$ cat config.mk
export PLATFORM = sky130hd
export DESIGN_NAME = rsp_s2_dma_rd_sched_flat
export DESIGN_NICKNAME = d
export VERILOG_FILES = /design/src/rtl/rsp_s2_dma_pkg.sv /design/src/rtl/rsp_s2_dma_rd_sched_if.sv /design/src/rtl/rsp_s2_dma_rr_pick.sv /design/src/rtl/rsp_s2_dma_rd_sched.sv /design/src/flat_wrapper.sv
export SDC_FILE = /design/constraint.sdc
export NUM_CORES = 1
export LEC_CHECK = 0
export BUFFER_PORTS_ARGS = -buffer_cell sky130_fd_sc_hd__buf_4
export CORE_MARGIN = 3
export CORE_UTILIZATION = 45
export CTS_CLUSTER_SIZE = 24
export DETAILED_ROUTE_END_ITERATION = 10
export PLACE_DENSITY = 0.82
export SYNTH_ARGS = -nofsm -noshare
export SYNTH_HDL_FRONTEND = slang
export SYNTH_SLANG_ARGS = --single-unit
export TNS_END_PERCENT = 100
$ cat constraint.sdc
create_clock -name clk -period 3.8 [get_ports clk]
set_clock_uncertainty 0.2 [all_clocks]
set_input_delay 0 -clock clk [delete_from_list [all_inputs] [get_ports clk]]
set_output_delay 0 -clock clk [all_outputs]
set_load 0.02 [all_outputs]
$ cat src/rtl/rsp_s2_dma_pkg.sv
// Shared types and default widths for the S2 prep DMA schedulers.
package rsp_s2_dma_pkg;

  localparam int unsigned DEF_AW           = 32;
  localparam int unsigned DEF_OUT_BITS     = 8;
  localparam int unsigned DEF_TIMEOUT_BITS = 24;
  localparam int unsigned LEN_W            = 8;

  typedef enum logic [1:0] {
    ST_IDLE  = 2'd0,
    ST_ISSUE = 2'd1,
    ST_ERR   = 2'd2
  } sched_state_e;

endpackage

$ cat src/rtl/rsp_s2_dma_rd_sched_if.sv
// Requester command bus plus AXI AR channel and burst-completion strobe.
interface rsp_s2_dma_rd_sched_if
  import rsp_s2_dma_pkg::*;
#(
  parameter int unsigned NREQ = 4,
  parameter int unsigned AW   = DEF_AW,
  parameter int unsigned IDW  = $clog2(NREQ)
);

  logic [NREQ-1:0]       req_valid;
  logic [NREQ*AW-1:0]    req_addr;
  logic [NREQ*LEN_W-1:0] req_len;
  logic [NREQ-1:0]       req_ready;

  logic                  ar_valid;
  logic                  ar_ready;
  logic [AW-1:0]         ar_addr;
  logic [LEN_W-1:0]      ar_len;
  logic [IDW-1:0]        ar_id;

  logic                  r_done;

  modport master (
    input  req_valid, req_addr, req_len, ar_ready, r_done,
    output req_ready, ar_valid, ar_addr, ar_len, ar_id
  );

  modport slave (
    output req_valid, req_addr, req_len, ar_ready, r_done,
    input  req_ready, ar_valid, ar_addr, ar_len, ar_id
  );

endinterface

$ cat src/rtl/rsp_s2_dma_rr_pick.sv
// Combinational round-robin picker: first set request at or after ptr, wrapping.
module rsp_s2_dma_rr_pick #(
  parameter int unsigned N  = 4,
  parameter int unsigned IW = $clog2(N)
) (
  input  logic [N-1:0]  req,
  input  logic [IW-1:0] ptr,
  output logic [N-1:0]  gnt_c,
  output logic [IW-1:0] idx_c
);

  logic [IW-1:0] cand;
  logic          found;

  // N is a power of two, so IW-bit addition wraps exactly mod N.
  always_comb begin
    gnt_c = '0;
    idx_c = '0;
    found = 1'b0;
    cand  = '0;
    for (int unsigned k = 0; k < N; k++) begin
      cand = ptr + IW'(k);
      if (!found && req[cand]) begin
        found        = 1'b1;
        idx_c        = cand;
        gnt_c[cand]  = 1'b1;
      end
    end
  end

endmodule

$ cat src/rtl/rsp_s2_dma_rd_sched.sv
// Round-robin AXI read-command scheduler with outstanding-burst limit,
// stalled-response timeout and drain-on-disable.
module rsp_s2_dma_rd_sched
  import rsp_s2_dma_pkg::*;
#(
  parameter int unsigned NREQ         = 4,
  parameter int unsigned AW           = DEF_AW,
  parameter int unsigned IDW          = $clog2(NREQ),
  parameter int unsigned OUT_BITS     = DEF_OUT_BITS,
  parameter int unsigned TIMEOUT_BITS = DEF_TIMEOUT_BITS
) (
  input  logic                    clk,
  input  logic                    rst_n,
  input  logic                    cfg_en,
  input  logic [OUT_BITS-1:0]     cfg_outs_max,
  input  logic [TIMEOUT_BITS-1:0] cfg_timeout_cnt,
  rsp_s2_dma_rd_sched_if.master   bus,
  output logic [OUT_BITS-1:0]     outs,
  output logic                    idle,
  output logic                    err_timeout,
  output logic                    err_underflow
);

  sched_state_e            state;
  logic [IDW-1:0]          rr_ptr;
  logic [TIMEOUT_BITS-1:0] tmo_cnt;

  logic [NREQ-1:0]         pick_gnt_c;
  logic [IDW-1:0]          pick_idx_c;
  logic [AW-1:0]           sel_addr_c;
  logic [LEN_W-1:0]        sel_len_c;
  logic                    hs_c;
  logic                    can_issue_c;
  logic                    underflow_c;
  logic [OUT_BITS-1:0]     outs_next_c;

  rsp_s2_dma_rr_pick #(.N(NREQ), .IW(IDW)) u_pick (
    .req   (bus.req_valid),
    .ptr   (rr_ptr),
    .gnt_c (pick_gnt_c),
    .idx_c (pick_idx_c)
  );

  // Command fields of the current round-robin winner.
  always_comb begin
    sel_addr_c = '0;
    sel_len_c  = '0;
    for (int unsigned i = 0; i < NREQ; i++) begin
      if (pick_idx_c == IDW'(i)) begin
        sel_addr_c = bus.req_addr[i*AW +: AW];
        sel_len_c  = bus.req_len[i*LEN_W +: LEN_W];
      end
    end
  end

  // Outstanding-count update; a completion with nothing in flight is an underflow.
  always_comb begin
    hs_c        = bus.ar_valid & bus.ar_ready;
    can_issue_c = cfg_en && (|bus.req_valid) && (outs < cfg_outs_max) && !err_timeout;
    outs_next_c = outs;
    underflow_c = 1'b0;
    if (hs_c && !bus.r_done) begin
      outs_next_c = outs + OUT_BITS'(1);
    end else if (!hs_c && bus.r_done) begin
      if (outs == '0) underflow_c = 1'b1;
      else            outs_next_c = outs - OUT_BITS'(1);
    end
  end

  always_ff @(posedge clk) begin
    if (!rst_n) begin
      state         <= ST_IDLE;
      rr_ptr        <= '0;
      tmo_cnt       <= cfg_timeout_cnt;
      bus.req_ready <= '0;
      bus.ar_valid  <= 1'b0;
      bus.ar_addr   <= '0;
      bus.ar_len    <= '0;
      bus.ar_id     <= '0;
      outs          <= '0;
      idle          <= 1'b1;
      err_timeout   <= 1'b0;
      err_underflow <= 1'b0;
    end else begin
      bus.req_ready <= '0;
      outs          <= outs_next_c;
      if (underflow_c) err_underflow <= 1'b1;

      // Timeout only runs while bursts are in flight and none is completing.
      if (bus.r_done || outs == '0)  tmo_cnt     <= cfg_timeout_cnt;
      else if (tmo_cnt != '0)        tmo_cnt     <= tmo_cnt - TIMEOUT_BITS'(1);
      else                           err_timeout <= 1'b1;

      unique case (state)
        ST_IDLE: begin
          if (err_timeout) begin
            state <= ST_ERR;
            idle  <= 1'b0;
          end else if (can_issue_c) begin
            state         <= ST_ISSUE;
            bus.ar_valid  <= 1'b1;
            bus.ar_addr   <= sel_addr_c;
            bus.ar_len    <= sel_len_c;
            bus.ar_id     <= pick_idx_c;
            bus.req_ready <= pick_gnt_c;
            idle          <= 1'b0;
          end else begin
            idle <= (outs_next_c == '0);
          end
        end
        ST_ISSUE: begin
          idle <= 1'b0;
          if (hs_c) begin
            bus.ar_valid <= 1'b0;
            rr_ptr       <= bus.ar_id + IDW'(1);
            if (err_timeout) begin
              state <= ST_ERR;
            end else begin
              state <= ST_IDLE;
              idle  <= (outs_next_c == '0);
            end
          end
        end
        ST_ERR: begin
          idle <= 1'b0;
          if (!cfg_en && outs == '0) begin
            state       <= ST_IDLE;
            err_timeout <= 1'b0;
            idle        <= (outs_next_c == '0);
          end
        end
        default: state <= ST_IDLE;
      endcase
    end
  end

endmodule

$ cat src/flat_wrapper.sv
// flat-port wrapper written by rule: the top's interface ports become plain ports
module rsp_s2_dma_rd_sched_flat import rsp_s2_dma_pkg::*;
#(
  parameter int unsigned NREQ         = 4,
  parameter int unsigned AW           = DEF_AW,
  parameter int unsigned IDW          = $clog2(NREQ),
  parameter int unsigned OUT_BITS     = DEF_OUT_BITS,
  parameter int unsigned TIMEOUT_BITS = DEF_TIMEOUT_BITS
)
  (clk, rst_n, cfg_en, cfg_outs_max, cfg_timeout_cnt, outs, idle, err_timeout, err_underflow, bus_req_valid, bus_req_addr, bus_req_len, bus_ar_ready, bus_r_done, bus_req_ready, bus_ar_valid, bus_ar_addr, bus_ar_len, bus_ar_id);
  rsp_s2_dma_rd_sched_if #(.NREQ(NREQ), .AW(AW), .IDW(IDW)) bus_i ();
  input  logic clk;
  input  logic rst_n;
  input  logic cfg_en;
  input  logic [OUT_BITS-1:0] cfg_outs_max;
  input  logic [TIMEOUT_BITS-1:0] cfg_timeout_cnt;
  output logic [OUT_BITS-1:0] outs;
  output logic idle;
  output logic err_timeout;
  output logic err_underflow;
  input wire logic [$bits(bus_i.req_valid)-1:0] bus_req_valid;
  input wire logic [$bits(bus_i.req_addr)-1:0] bus_req_addr;
  input wire logic [$bits(bus_i.req_len)-1:0] bus_req_len;
  input wire logic [$bits(bus_i.ar_ready)-1:0] bus_ar_ready;
  input wire logic [$bits(bus_i.r_done)-1:0] bus_r_done;
  output wire logic [$bits(bus_i.req_ready)-1:0] bus_req_ready;
  output wire logic [$bits(bus_i.ar_valid)-1:0] bus_ar_valid;
  output wire logic [$bits(bus_i.ar_addr)-1:0] bus_ar_addr;
  output wire logic [$bits(bus_i.ar_len)-1:0] bus_ar_len;
  output wire logic [$bits(bus_i.ar_id)-1:0] bus_ar_id;
  assign bus_i.req_valid = bus_req_valid;
  assign bus_i.req_addr = bus_req_addr;
  assign bus_i.req_len = bus_req_len;
  assign bus_i.ar_ready = bus_ar_ready;
  assign bus_i.r_done = bus_r_done;
  assign bus_req_ready = bus_i.req_ready;
  assign bus_ar_valid = bus_i.ar_valid;
  assign bus_ar_addr = bus_i.ar_addr;
  assign bus_ar_len = bus_i.ar_len;
  assign bus_ar_id = bus_i.ar_id;
  rsp_s2_dma_rd_sched #(.NREQ(NREQ), .AW(AW), .IDW(IDW), .OUT_BITS(OUT_BITS), .TIMEOUT_BITS(TIMEOUT_BITS)) u_core (.clk(clk), .rst_n(rst_n), .cfg_en(cfg_en), .cfg_outs_max(cfg_outs_max), .cfg_timeout_cnt(cfg_timeout_cnt), .bus(bus_i), .outs(outs), .idle(idle), .err_timeout(err_timeout), .err_underflow(err_underflow));
endmodule
======== Yosys cells after proc, flatten, opt, wreduce, memory -nomap -nowiden ========
Index checks and enable logic that the tools add are counted.
storage, ports and cells
  output and inout bits ................... 58
  bits in latches ......................... 0
  logic and storage cells ................. 145
  flip-flop bits (word level) ............. 86
  memories ................................ 0
  bits in writable memories ............... 0
  input port bits ......................... 201
  ROM bits ................................ 0
operators by class
  eq/ne operators ......................... 11
  div/mod/pow operators ................... 0
  bitwise operators ....................... 8
  reductions and logical operators ........ 34
  $lt $le $gt $ge ......................... 9
  multiplexer cells ....................... 64
  add/sub/neg operators ................... 7
  multipliers ............................. 0
  shift operators ......................... 0
operators with widths
  kind                                                                           number
  32-bit 2-to-1 mux                                                              4
  24-bit 2-to-1 mux                                                              3
  8-bit 2-to-1 mux                                                               7
  1-bit 2-to-1 mux                                                               26
  24-bit nonzero test                                                            1
  24-bit by 1-bit subtractor with 24-bit output (second input constant)          1
  2-bit 2-to-1 mux                                                               9
  8-bit logical NOT                                                              2
  4-bit 2-to-1 mux                                                               4
  1-bit logical AND                                                              13
  2-bit by 3-bit less-than comparator with 1-bit output (second input constant)  4
  4-bit OR                                                                       3
  8-bit by 1-bit adder with 8-bit output (second input constant)                 1
  1-bit binary-select mux with 2-bit select                                      4
  1-bit demux with 2-bit select                                                  4
  2-bit by 1-bit >= comparator with 1-bit output (second input constant)         4
  8-bit less-than comparator                                                     1
  4-bit OR reduction                                                             2
  8-bit by 1-bit subtractor with 8-bit output (second input constant)            1
  1-bit logical NOT                                                              7
  2-bit == test (second input constant)                                          3
  2-bit by 1-bit != test with 1-bit output (second input constant)               3
  3-bit by 1-bit != test with 1-bit output (second input constant)               2
  2-bit case mux with 3 select lines                                             1
  other kinds (15)                                                               23

======== Depth between registers and ports, before layout ========
Gate-level depths: netlist (run 1).
  depth in word-level cells ............... 17
  depth in mapped cells ................... 12
  gate-level depth less buffers ........... 8

======== By module ========
A second synthesis (run 1) with hierarchy kept.
unflattened totals
  cells, all modules ...................... 611
  area total of the unflattened synthesis .. 5624.1 um^2
modules (own cells, without submodules)
  module               sequential area each (um^2)  cells an instance  times used  area each (um^2)
  rsp_s2_dma_rd_sched  1961.9                       565                1           5205.0
  rsp_s2_dma_rr_pick   0.0                          46                 1           419.2

======== Worst setup path before layout (run 1) ========
No wires, ideal clock.
  path kind ............................... register to register
  start ................................... reg u_core.outs[0]
  end ..................................... reg u_core.tmo_cnt[0] (enable)
  required time ........................... 3.059 ns
  library setup time ...................... 0.541 ns
  data arrival time ....................... 2.713 ns
  cell stages (with the launch flop) ...... 10
  path buffers ............................ 3
  path slack .............................. 0.346 ns
  period minus slack after synthesis ...... 3.454 ns
  cell sequence ........................... dfxtp_1 -> inv_1 -> ha_1 -> nor3b_1 -> and2_1 -> buf_2 -> nor3_1 -> buf_2 -> buf_2 -> nand4_1
between the ends
  cells in the longest elaborated chain, start to end .. 3
RTL lines
  element                                             RTL line                   source
  from (decl)                                         rsp_s2_dma_rd_sched.sv:18  output logic [OUT_BITS-1:0] outs,
  from (signal assigned)                              rsp_s2_dma_rd_sched.sv:86  outs <= outs_next_c;
  8-bit logical NOT                                   rsp_s2_dma_rd_sched.sv:90  if (bus.r_done || outs == '0) tmo_cnt <= cfg_timeout_cnt;
  1-bit logical OR                                    rsp_s2_dma_rd_sched.sv:90
  3-bit by 1-bit != test with 1-bit output (no line)  n/a
  to (signal assigned)                                rsp_s2_dma_rd_sched.sv:74  tmo_cnt <= cfg_timeout_cnt;
  to (signal assigned)                                rsp_s2_dma_rd_sched.sv:90
  to (signal assigned)                                rsp_s2_dma_rd_sched.sv:91  else if (tmo_cnt != '0) tmo_cnt <= tmo_cnt - TIMEOUT_BITS'(1);
  to (decl)                                           rsp_s2_dma_rd_sched.sv:26  logic [TIMEOUT_BITS-1:0] tmo_cnt;
No other way between the ends.
A chain may end at the register's enable or synchronous reset.

======== Worst setup path after layout (run 1) ========
  start ................................... reg u_core.rr_ptr[1]
  end ..................................... reg u_core.bus.ar_len[7]
between the ends
  cells in the longest elaborated chain, start to end .. 17
  elaborated cells between the ends (all ways) .. 32
  those cells by class .................... 3 x add/sub; 3 x eq/ne; 19 x mux; 7 x reduce/logical
RTL lines
  element                                                                                          RTL line                      source
  from (decl)                                                                                      rsp_s2_dma_rd_sched.sv:25     logic [IDW-1:0] rr_ptr;
  from (signal assigned)                                                                           rsp_s2_dma_rd_sched.sv:115    rr_ptr <= bus.ar_id + IDW'(1);
  parallel branches: the longest is 11 deep, another holds 2-bit by 1-bit adder with 2-bit output  n/a
  2-bit 2-to-1 mux *                                                                               rsp_s2_dma_rr_pick.sv:23      if (!found && req[cand]) begin
  2-bit logical NOT                                                                                rsp_s2_dma_rd_sched.sv:49     if (pick_idx_c == IDW'(i)) begin
  8-bit 2-to-1 mux (3 in a row)                                                                    rsp_s2_dma_rd_sched.sv:49
  8-bit 2-to-1 mux *                                                                               rsp_s2_dma_rd_sched.sv:49
  to (signal assigned)                                                                             rsp_s2_dma_rd_sched.sv:103    bus.ar_len <= sel_len_c;
  to (decl)                                                                                        rsp_s2_dma_rd_sched_if.sv:25  output req_ready, ar_valid, ar_addr, ar_len, ar_id
Mark *: on every way between the ends. The select of a mux whose other input is x is not followed.

==> flow_metrics.env, run 1 <==
export IMPL_outcome="finished, final reports clean"
export IMPL_maxCapViolCount=0
export IMPL_synth_top_cells_by_count="151 x nand2_1, 62 x dfxtp_1, 58 x nor2_1"
export IMPL_ys_ff_latch=86
export IMPL_synthDominantCellAreaShare=0.226
export IMPL_drc_errors=0
export IMPL_power_w=0.00494
export IMPL_cp_arrival_ns=3.78
export IMPL_cts_tree="yes"
export IMPL_track_usage=0.378
export IMPL_synth_area_per_cell_um2=7.82
export IMPL_core_mm2=0.0117
export IMPL_die_h_um=116
export IMPL_grt_pass1_wl_mm=39.7
export IMPL_cp_start_kind="flip-flop"
export IMPL_fin_crit_sh=0.980
export IMPL_finalCriticalPeriod_ns=3.72
export IMPL_min_path_type="in -> reg"
export IMPL_cts_root_buf="clkbuf_16"
export IMPL_path_cells="inv_1 -> ha_1 -> a211oi_1 -> nor3_4 -> buf_4 -> o211ai_4 -> buf_4 -> o22ai_1 -> dlygate4sd3_1 -> o21ai_1"
export IMPL_drtPass1Iterations=7
export IMPL_dieArea_mm2=0.0136
export IMPL_clockBufferDepth=2
export IMPL_synth_edff_count=24
export IMPL_peakVddDrop_mv=0.255
export IMPL_synth_area_leaders="dfxtp_1 23%, edfxtp_1 13%, nand2_1 10%, a31o_1 5.7%, o22ai_1 4.7%"
export IMPL_worst_path_buf_inv=4
export IMPL_path_delay_family="buffers and inverters"
export IMPL_cp_end_kind="flip-flop"
export IMPL_drive_above_1_share=0.275
export IMPL_slowest_stage="dlygate4sd3_1"
export IMPL_swShare=0.403
export IMPL_seq_power_share=0.313
export IMPL_yosysMostFrequentCell="nand2_1"
export IMPL_syn_num_nets=922
export IMPL_yosys_area_share_xor_xnor=0.0367
export IMPL_synth_top_area_cell="dfxtp_1"
export IMPL_hold_violations=0
export IMPL_critical_path_most_common_cell="buf_4"
export IMPL_clock_sinks=86
export IMPL_setup_violations=0
export IMPL_drtIter0Drc=1194
export IMPL_drv_slew=0
export IMPL_wire_per_inst_um=21.0
export IMPL_final_nets=1349
export IMPL_cts_buffers=9
export IMPL_crit_fanout=25
export IMPL_yosys_most_used_dff="dfxtp_1"
export IMPL_std_cell_rows=39
export IMPL_intPower_w=0.00295
export IMPL_pwr_share_comb=0.496
export IMPL_path_clk_slew_ns=0.06
export IMPL_synth_top_family_by_area="compound AO/OA/AOI/OAI gates"
export IMPL_first_global_vias=7716
export IMPL_synth_area_mm2=0.00549
export IMPL_drt_wl_total_mm=26.9
export IMPL_io_buffers=258
export IMPL_p_per_area_mw_per_mm2=503
export IMPL_num_vias=7766
export IMPL_max_freq_ghz=0.269
export IMPL_syn_to_final_growth_pct=78.6
export IMPL_leakage_nw=4.24
export IMPL_seq_area_frac_synth=0.357
export IMPL_cp_required_ns=3.86
export IMPL_cts_htree_levels=3
export IMPL_dp_cells=1067
export IMPL_slew_limit_headroom=0.499
export IMPL_synthSimpleGateAreaFrac=0.234
export IMPL_synth_cell_types=66
export IMPL_async_flop_share=0
export IMPL_ios=259
export IMPL_switchingPower_w=0.00199
export IMPL_vias_per_cell=6.07
export IMPL_synth_adder_area_share=0.0433
export IMPL_clock_power_share=0.192
export IMPL_critPathMaxStageDelay_ns=0.64
export IMPL_post_dp_hpwl_mm=14.0
export IMPL_synthMuxAreaShare=0.00957
export IMPL_clk_latency_ns=0.34
export IMPL_yosysWarnings=0
export IMPL_die_x_um=116
export IMPL_detail_route_antenna_nets=0
export IMPL_grt_antenna_before_repair=1
export IMPL_synth_compound_area_frac=0.261
export IMPL_syn_instance_count=702
export IMPL_initial_core_util=0.471
export IMPL_grt_ovfl_total=0
export IMPL_grt_max_degree=45
export IMPL_place_congestion=0.871
export IMPL_worstMarginPinSlew_ns=0.744
export IMPL_fin_cells=1280
export IMPL_crit_type="reg -> reg"
## per-stage QoR
stage / setup TNS (ns) / instance area (um^2) / util / worst slack [ns] / hold WS [ns]
floorplan: 0 / 5490 / - / 0.346 / -0.122
global placement: 0 / 7540 / 0.646 / 0.778 / 0.0563
detailed placement: 0 / 7540 / 0.646 / 0.587 / 0.0643
CTS: 0 / 9740 / 0.836 / 0.0512 / 0.112
global route: -0.00146 / 9810 / 0.841 / -0.00146 / 0.234
finish: 0 / 9810 / 0.841 / 0.0757 / 0.212
## power by group through the flow
stage                     logic [W]  registers, W  clock network, W
final                       0.00245       0.00154          0.000948
after global routing        0.00261       0.00157          0.000994
after CTS                   0.00229       0.00151          0.000967
after detailed placement    0.00200       0.00152                 0
after global placement      0.00196       0.00151                 0
after floorplan             0.00117       0.00162                 0
## per-layer routing
metal  track usage  part of all wire
met5             0                 0
met4         0.241             0.071
met3         0.121             0.099
met2         0.617              0.48
met1         0.425              0.35
## path summary, 6_finish.rpt
| path | startpoint | endpoint | slack [ns] | cells past startpoint |
|---|---|---|---|---|
| worst max-delay path | u_core.rr_ptr[1] | u_core.bus.ar_len[7] | 0.08 | 10 |
| worst min-delay path | bus_req_valid[1] | u_core.bus.req_ready[3] | 0.21 | 5 |
| worst max register to register | u_core.rr_ptr[1] | u_core.bus.ar_len[7] | 0.08 | 10 |
| worst min register to register | u_core.bus.ar_addr[20] | u_core.bus.ar_addr[20] | 0.25 | 2 |
## cell usage in the layout, fill, tap and decap left out, drive strengths merged, types with 7 or more instances in the layout
master       count
o21ai           48
a31o            39
buf            275
edfxtp          24
nand3            7
xor2            13
dlygate4sd3    189
nor2b            8
dfxtp           62
clkbuf          10
nor4             7
a21oi           41
o22ai           41
nand2          152
nor3            17
ha              19
a211oi           7
nor2            59
xnor2           10
inv             23
## state kept, by name (all words and copies together) (netlist names), 2 cells and up
register              flops
u_core.bus.ar_addr       32
u_core.outs               8
u_core.bus.ar_len         8
u_core.tmo_cnt           24
u_core.bus.ar_id          2
u_core.rr_ptr             2
u_core.bus.req_ready      4
u_core.state              2
## layout make-up
cell class                 instances  area (um^2)
timing repair buffer             464         3990
sequential                        86         1960
tap                              143          179
multi-input combinational        544         3270
antenna                            3         7.51
fill                             620         1850
clock inverter                     6         86.3
clock buffer                      10          229
inverter                          24         90.1
## timing repair
item,CTS,global route
hold buffers,189,0
setup buffers,0,5
setup endpoints to repair,0,38
endpoints found under the hold margin,70,0
gates resized for setup,0,4
## cell families (layout without fill, tap and decap cells)
family / count (synthesis) / in the layout
buf+inv: 72 / 504
flops: 86 / 86
xor+xnor: 23 / 23
fa+ha+maj: 19 / 19
simple gates: 285 / 285
other cells: 0 / 3
mux: 5 / 5
compound gates: 212 / 212
## worst min-delay path, cell delays in order
cell	delay [ns]
buf_4	0.15
nand4_1	0.11
nand3_2	0.24
nand2_1	0.14
a21oi_1	0.06
No activity file was read; power rests on OpenSTA's default activity.
==> inputs of run 2 (changes only) <==
PLACE_DENSITY = 0.81   (was 0.82)
SYNTH_HIERARCHICAL = 1   (was unset)
clock period = 4.8 ns   (was 3.8 ns; I/O delays follow)
==> flow_metrics.env, run 2 <==
export IMPL_outcome="finished, final reports clean"
export IMPL_drv_slew=0
export IMPL_p_per_area_mw_per_mm2=403
export IMPL_std_cell_rows=40
export IMPL_post_dp_hpwl_mm=13.7
export IMPL_min_path_type="in -> reg"
export IMPL_largest_reg_flops=32
export IMPL_cp_end_kind="flip-flop"
export IMPL_rrSetupSlack_ns=0.20
export IMPL_cp_arrival_ns=4.60
export IMPL_mostFrequentLayoutCells="264 x buf_4, 108 x dlygate4sd3_1, 107 x nand2_1, 75 x a21oi_1, 62 x dfxtp_1"
export IMPL_initial_core_util=0.464
export IMPL_yosys_most_used_dff="dfxtp_1"
export IMPL_cts_htree_levels=3
export IMPL_drive_above_1_share=0.352
export IMPL_seq_area_frac_synth=0.349
export IMPL_core_mm2=0.0121
export IMPL_r2r_end="u_core/bus.ar_addr[11]"
export IMPL_cts_root_buf="clkbuf_16"
export IMPL_cts_buffers=9
export IMPL_grt_antenna_before_repair=0
export IMPL_setup_tns_ns=0
export IMPL_synth_cell_types=64
export IMPL_fill_cells=793
export IMPL_syn_num_nets=832
export IMPL_detail_route_antenna_nets=0
export IMPL_pwr_share_comb=0.455
export IMPL_cp_required_ns=4.79
export IMPL_fin_cells=1129
export IMPL_synthDominantCellAreaShare=0.221
export IMPL_clock_sinks=86
export IMPL_drc_errors=0
export IMPL_num_antenna_cells=0
export IMPL_grt_ovfl_total=0
export IMPL_intPower_w=0.00232
export IMPL_crit_fanout=28
export IMPL_reg2reg_from="u_core/rr_ptr[0]"
export IMPL_syn_instance_count=611
export IMPL_synth_edff_count=24
export IMPL_drt_wl_total_mm=22.7
export IMPL_dp_cells=1005
export IMPL_clockBufferDepth=2
export IMPL_synth_area_leaders="dfxtp_1 22%, mux4_2 17%, edfxtp_1 13%, nand2_1 7.1%, a21oi_1 6.7%"
export IMPL_async_flop_share=0
export IMPL_layout_commonest_cell="buf_4"
export IMPL_swShare=0.373
export IMPL_synth_area_mm2=0.00562
export IMPL_finish_instance_area_mm2=0.00917
export IMPL_ios=259
export IMPL_finalCriticalPeriod_ns=4.60
export IMPL_maxCapViolCount=0
export IMPL_leakage_nw=3.89
export IMPL_min_to="u_core/err_underflow"
export IMPL_worstMarginPinSlew_ns=1.05
export IMPL_grt_max_degree=55
export IMPL_largest_registers="u_core/bus.ar_addr x32, u_core/tmo_cnt x24"
export IMPL_cp_start_kind="flip-flop"
export IMPL_dieArea_mm2=0.0139
export IMPL_final_nets=1177
export IMPL_fin_crit_sh=0.959
export IMPL_num_vias=6441
export IMPL_drtPass1Iterations=5
export IMPL_peakVddDrop_mv=0.227
export IMPL_worstRegToRegCells=12
export IMPL_regMostFlops="u_core/bus.ar_addr"
export IMPL_place_congestion=0.895
export IMPL_seq_power_share=0.304
export IMPL_max_freq_ghz=0.217
export IMPL_rsz0062_at_grt="false"
export IMPL_utilization=0.757
export IMPL_grt_pass1_wl_mm=35.6
export IMPL_hold_violations=0
export IMPL_synth_area_per_cell_um2=9.20
export IMPL_placed_cell_area_mm2=0.00772
export IMPL_syn_to_final_growth_pct=63.1
export IMPL_track_usage=0.321
export IMPL_vias_per_cell=5.71
export IMPL_die_x_um=118
export IMPL_clk_latency_ns=0.35
export IMPL_wire_per_inst_um=20.1
export IMPL_yosysMostFrequentCell="nand2_1"
export IMPL_crit_type="reg -> reg"
export IMPL_die_h_um=118
export IMPL_cts_tree="yes"
export IMPL_clock_power_share=0.241
export IMPL_first_global_vias=6675
export IMPL_setup_violations=0
export IMPL_yosysWarnings=6
export IMPL_io_buffers=258
export IMPL_switchingPower_w=0.00138
export IMPL_synth_top_cells_by_count="107 x nand2_1, 75 x a21oi_1, 62 x dfxtp_1"
export IMPL_path_clk_slew_ns=0.07
export IMPL_synth_top_area_cell="dfxtp_1"
export IMPL_drtIter0Drc=680
export IMPL_holdPathStages=4
export IMPL_ys_ff_latch=86
export IMPL_whs_ns=0.0430
export IMPL_min_from="bus_ar_ready"
export IMPL_slew_limit_headroom=0.298
==> run 2: cell type report <==
cell class | count | area (um^2) | share of cell area
Multi-Input combinational cell | 464 | 3450 | 0.376
Timing Repair Buffer | 374 | 3100 | 0.338
Sequential cell | 86 | 1960 | 0.214
Clock buffer | 9 | 225 | 0.0246
Tap cell | 168 | 210 | 0.0229
Clock inverter | 7 | 144 | 0.0157
Inverter | 21 | 78.8 | 0.00859
==> run 2: what timing repair did <==
action	4_1_cts	5_1_grt
endpoints found under the hold margin	77	0
setup buffers	0	0
gates resized for setup	0	0
hold buffers	108	0
==> run 2: cell families (layout without fill, tap and decap cells) <==
logic type / count (synthesis) / after routing / synth area share
adders and majority gates: 20 / 20 / 0.0445
muxes: 49 / 49 / 0.186
AOI/OAI and AO/OA: 142 / 142 / 0.152
DFF: 86 / 86 / 0.349
xor gates and xnor gates: 23 / 23 / 0.0358
and+or+nand+nor: 230 / 230 / 0.190
buffers and inverters: 61 / 411 / 0.0436
==> run 2: power groups by stage <==
stage,Clock [W],Combinational (W),Sequential (W)
6_report,0.000890,0.00168,0.00113
5_1_grt,0.000917,0.00181,0.00115
4_1_cts,0.000878,0.00161,0.00111
3_5_place_dp,0,0.00146,0.00112
3_3_place_gp,0,0.00144,0.00112
2_1_floorplan,0,0.000881,0.00118
==> run 2: how the worst max path moves through the flow <==
| stage | slack, ns | endpoint | from |
|---|---|---|---|
| 2_1_floorplan | 1.01 | u_core/bus.ar_addr[22] | u_core/rr_ptr[0] |
| 3_3_place_gp | 1.06 | u_core/bus.ar_addr[11] | u_core/rr_ptr[0] |
| 3_5_place_dp | 0.97 | u_core/bus.ar_addr[10] | u_core/rr_ptr[0] |
| 4_1_cts | 0.41 | u_core/bus.ar_addr[1] | u_core/rr_ptr[0] |
| 5_1_grt | 0.06 | u_core/bus.ar_addr[11] | u_core/rr_ptr[0] |
| 6_report | 0.20 | u_core/bus.ar_addr[11] | u_core/rr_ptr[0] |
==> run 2: per-layer routing <==
metal / up-vias / share of wire / wire length (um) / global-route usage
met3: 97 / 0.088 / 2000 / 0.0966
met4: 0 / 0.053 / 1200 / 0.174
met2: 387 / 0.50 / 11500 / 0.550
met1: 3047 / 0.35 / 8060 / 0.357
li1: 2910 / - / - / -
met5: - / 0 / 0 / 0
==> run 2: stage by stage <==
step | power (W) | setup WS (ns)
2_1_floorplan | 0.00207 | 1.01
3_3_place_gp | 0.00255 | 1.06
3_5_place_dp | 0.00258 | 0.972
4_1_cts | 0.00360 | 0.413
5_1_grt | 0.00388 | 0.0615
6_report | 0.00370 | 0.196
==> run 2: worst max-delay path, cell delays in order, from the launching register on <==
cell	delay [ns]
dfxtp_1	0.73
inv_1	0.18
ha_1	0.48
mux4_2	0.48
nor2b_4	0.21
o21ai_1	0.08
and3_1	0.22
o22ai_4	0.39
buf_12	0.27
mux4_2	0.33
dlygate4sd3_1	0.62
nand2_1	0.13
a21oi_1	0.11
==> inputs of run 3 (changes only) <==
MAX_ROUTING_LAYER = met4   (was unset)
==> flow_metrics.env, run 3 (same netlist as run 2, synthesis figures left out) <==
export IMPL_mostFrequentLayoutCells="264 x buf_4, 108 x dlygate4sd3_1, 107 x nand2_1, 75 x a21oi_1, 62 x dfxtp_1"
export IMPL_grt_antenna_before_repair=0
export IMPL_worstRegToRegCells=12
export IMPL_std_cell_rows=40
export IMPL_rrSetupSlack_ns=0.22
export IMPL_clockBufferDepth=2
export IMPL_drive_above_1_share=0.352
export IMPL_drtIter0Drc=751
export IMPL_grt_max_degree=55
export IMPL_initial_core_util=0.464
export IMPL_grt_pass1_wl_mm=35.7
export IMPL_largest_reg_flops=32
export IMPL_ios=259
export IMPL_leakage_nw=3.89
export IMPL_wl_met1_mm=8.07
export IMPL_rsz0062_at_grt="false"
export IMPL_drc_errors=0
export IMPL_min_path_type="in -> reg"
export IMPL_cts_tree="yes"
export IMPL_clock_power_share=0.241
export IMPL_max_freq_ghz=0.219
export IMPL_utilization=0.757
export IMPL_top_layer_used="met4"
export IMPL_wire_per_inst_um=20.2
export IMPL_post_dp_hpwl_mm=13.7
export IMPL_die_h_um=118
export IMPL_fin_crit_sh=0.953
export IMPL_cts_htree_levels=3
export IMPL_final_nets=1177
export IMPL_intPower_w=0.00232
export IMPL_worstMarginPinSlew_ns=1.07
export IMPL_grt_ovfl_total=0
export IMPL_switchingPower_w=0.00138
export IMPL_outcome="finished, final reports clean"
export IMPL_place_congestion=0.910
export IMPL_largest_registers="u_core/bus.ar_addr x32, u_core/tmo_cnt x24"
export IMPL_layout_commonest_cell="buf_4"
export IMPL_slew_limit_headroom=0.288
export IMPL_hold_violations=0
export IMPL_cts_buffers=9
export IMPL_r2r_end="u_core/bus.ar_addr[11]"
export IMPL_dr_wl_met2_mm=11.4
export IMPL_core_mm2=0.0121
export IMPL_cp_end_kind="flip-flop"
export IMPL_placed_cell_area_mm2=0.00772
export IMPL_fin_ws_ns=0.225
export IMPL_drtPass1Iterations=5
export IMPL_maxCapViolCount=0
export IMPL_routed_wl_met3_mm=2.03
export IMPL_clk_latency_ns=0.35
export IMPL_seq_power_share=0.304
export IMPL_detail_route_antenna_nets=0
export IMPL_peakVddDrop_mv=0.227
export IMPL_hold_buffers=108
export IMPL_place_ws_ns=0.972
export IMPL_dieArea_mm2=0.0139
export IMPL_die_x_um=118
export IMPL_setup_tns_ns=0
export IMPL_cp_arrival_ns=4.57
export IMPL_cts_root_buf="clkbuf_16"
export IMPL_syn_to_final_growth_pct=63.1
export IMPL_reg2reg_from="u_core/rr_ptr[0]"
export IMPL_cts_resized=0
export IMPL_swShare=0.374
export IMPL_crit_type="reg -> reg"
export IMPL_post_cts_buffers=0
export IMPL_vias_per_cell=5.74
export IMPL_drt_wl_total_mm=22.8
export IMPL_min_from="bus_ar_ready"
export IMPL_first_global_vias=6698
export IMPL_num_vias=6479
export IMPL_clock_sinks=86
export IMPL_cp_start_kind="flip-flop"
export IMPL_p_per_area_mw_per_mm2=403
export IMPL_holdPathStages=4
export IMPL_path_clk_slew_ns=0.07
export IMPL_min_to="u_core/err_underflow"
export IMPL_io_buffers=258
export IMPL_cp_required_ns=4.79
export IMPL_track_usage=0.331
export IMPL_drv_slew=0
export IMPL_regMostFlops="u_core/bus.ar_addr"
export IMPL_setup_violations=0
export IMPL_pwr_share_comb=0.455
export IMPL_finalCriticalPeriod_ns=4.58
export IMPL_power_w=0.00370
export IMPL_finish_instance_area_mm2=0.00917
export IMPL_num_antenna_cells=0
export IMPL_crit_fanout=28
==> run 3: power by group through the flow <==
stage | Sequential [W] | Combinational [W] | Clock (W)
2_1_floorplan | 0.00118 | 0.000881 | 0
3_3_place_gp | 0.00112 | 0.00144 | 0
3_5_place_dp | 0.00112 | 0.00146 | 0
4_1_cts | 0.00111 | 0.00161 | 0.000878
5_1_grt | 0.00115 | 0.00181 | 0.000920
6_report | 0.00112 | 0.00168 | 0.000891
==> run 3: layer usage <==
layer  global-route usage  vias to the layer above
met5                    -                        -
met4                0.173                        0
met3               0.0913                      108
met2                0.552                      412
met1                0.363                     3050
li1                     -                     2909
==> run 3: cell type report <==
type | instances | area, um^2
Sequential cell | 86 | 1960
Timing Repair Buffer | 374 | 3100
Clock inverter | 7 | 144
Inverter | 21 | 78.8
Clock buffer | 9 | 225
Multi-Input combinational cell | 464 | 3450
Fill cell | 793 | 2940
Tap cell | 168 | 210
==> run 3: critical path, cell delays in order (launching register included) <==
cell	delay (ns)
dfxtp_1	0.73
inv_1	0.17
ha_1	0.49
mux4_2	0.48
nor2b_4	0.21
o21ai_1	0.08
and3_1	0.22
o22ai_4	0.39
buf_12	0.26
mux4_2	0.33
dlygate4sd3_1	0.60
nand2_1	0.12
a21oi_1	0.11
==> run 3: through the flow <==
stage                     hold WS, ns  cells
after floorplan                0.0199    611
after global placement          0.103   1005
after detailed placement        0.105   1005
after CTS                      0.0236   1129
after global routing           0.0857   1129
final                          0.0398   1129
==> run 3: how the worst max path moves through the flow <==
stage / start / end / slack, ns / cells past startpoint
after floorplan: u_core/rr_ptr[0] / u_core/bus.ar_addr[22] / 1.01 / 14
after global placement: u_core/rr_ptr[0] / u_core/bus.ar_addr[11] / 1.06 / 11
after detailed placement: u_core/rr_ptr[0] / u_core/bus.ar_addr[10] / 0.97 / 11
after CTS: u_core/rr_ptr[0] / u_core/bus.ar_addr[1] / 0.41 / 12
after global routing: u_core/rr_ptr[0] / u_core/bus.ar_addr[11] / 0.06 / 12
final: u_core/rr_ptr[0] / u_core/bus.ar_addr[11] / 0.22 / 12
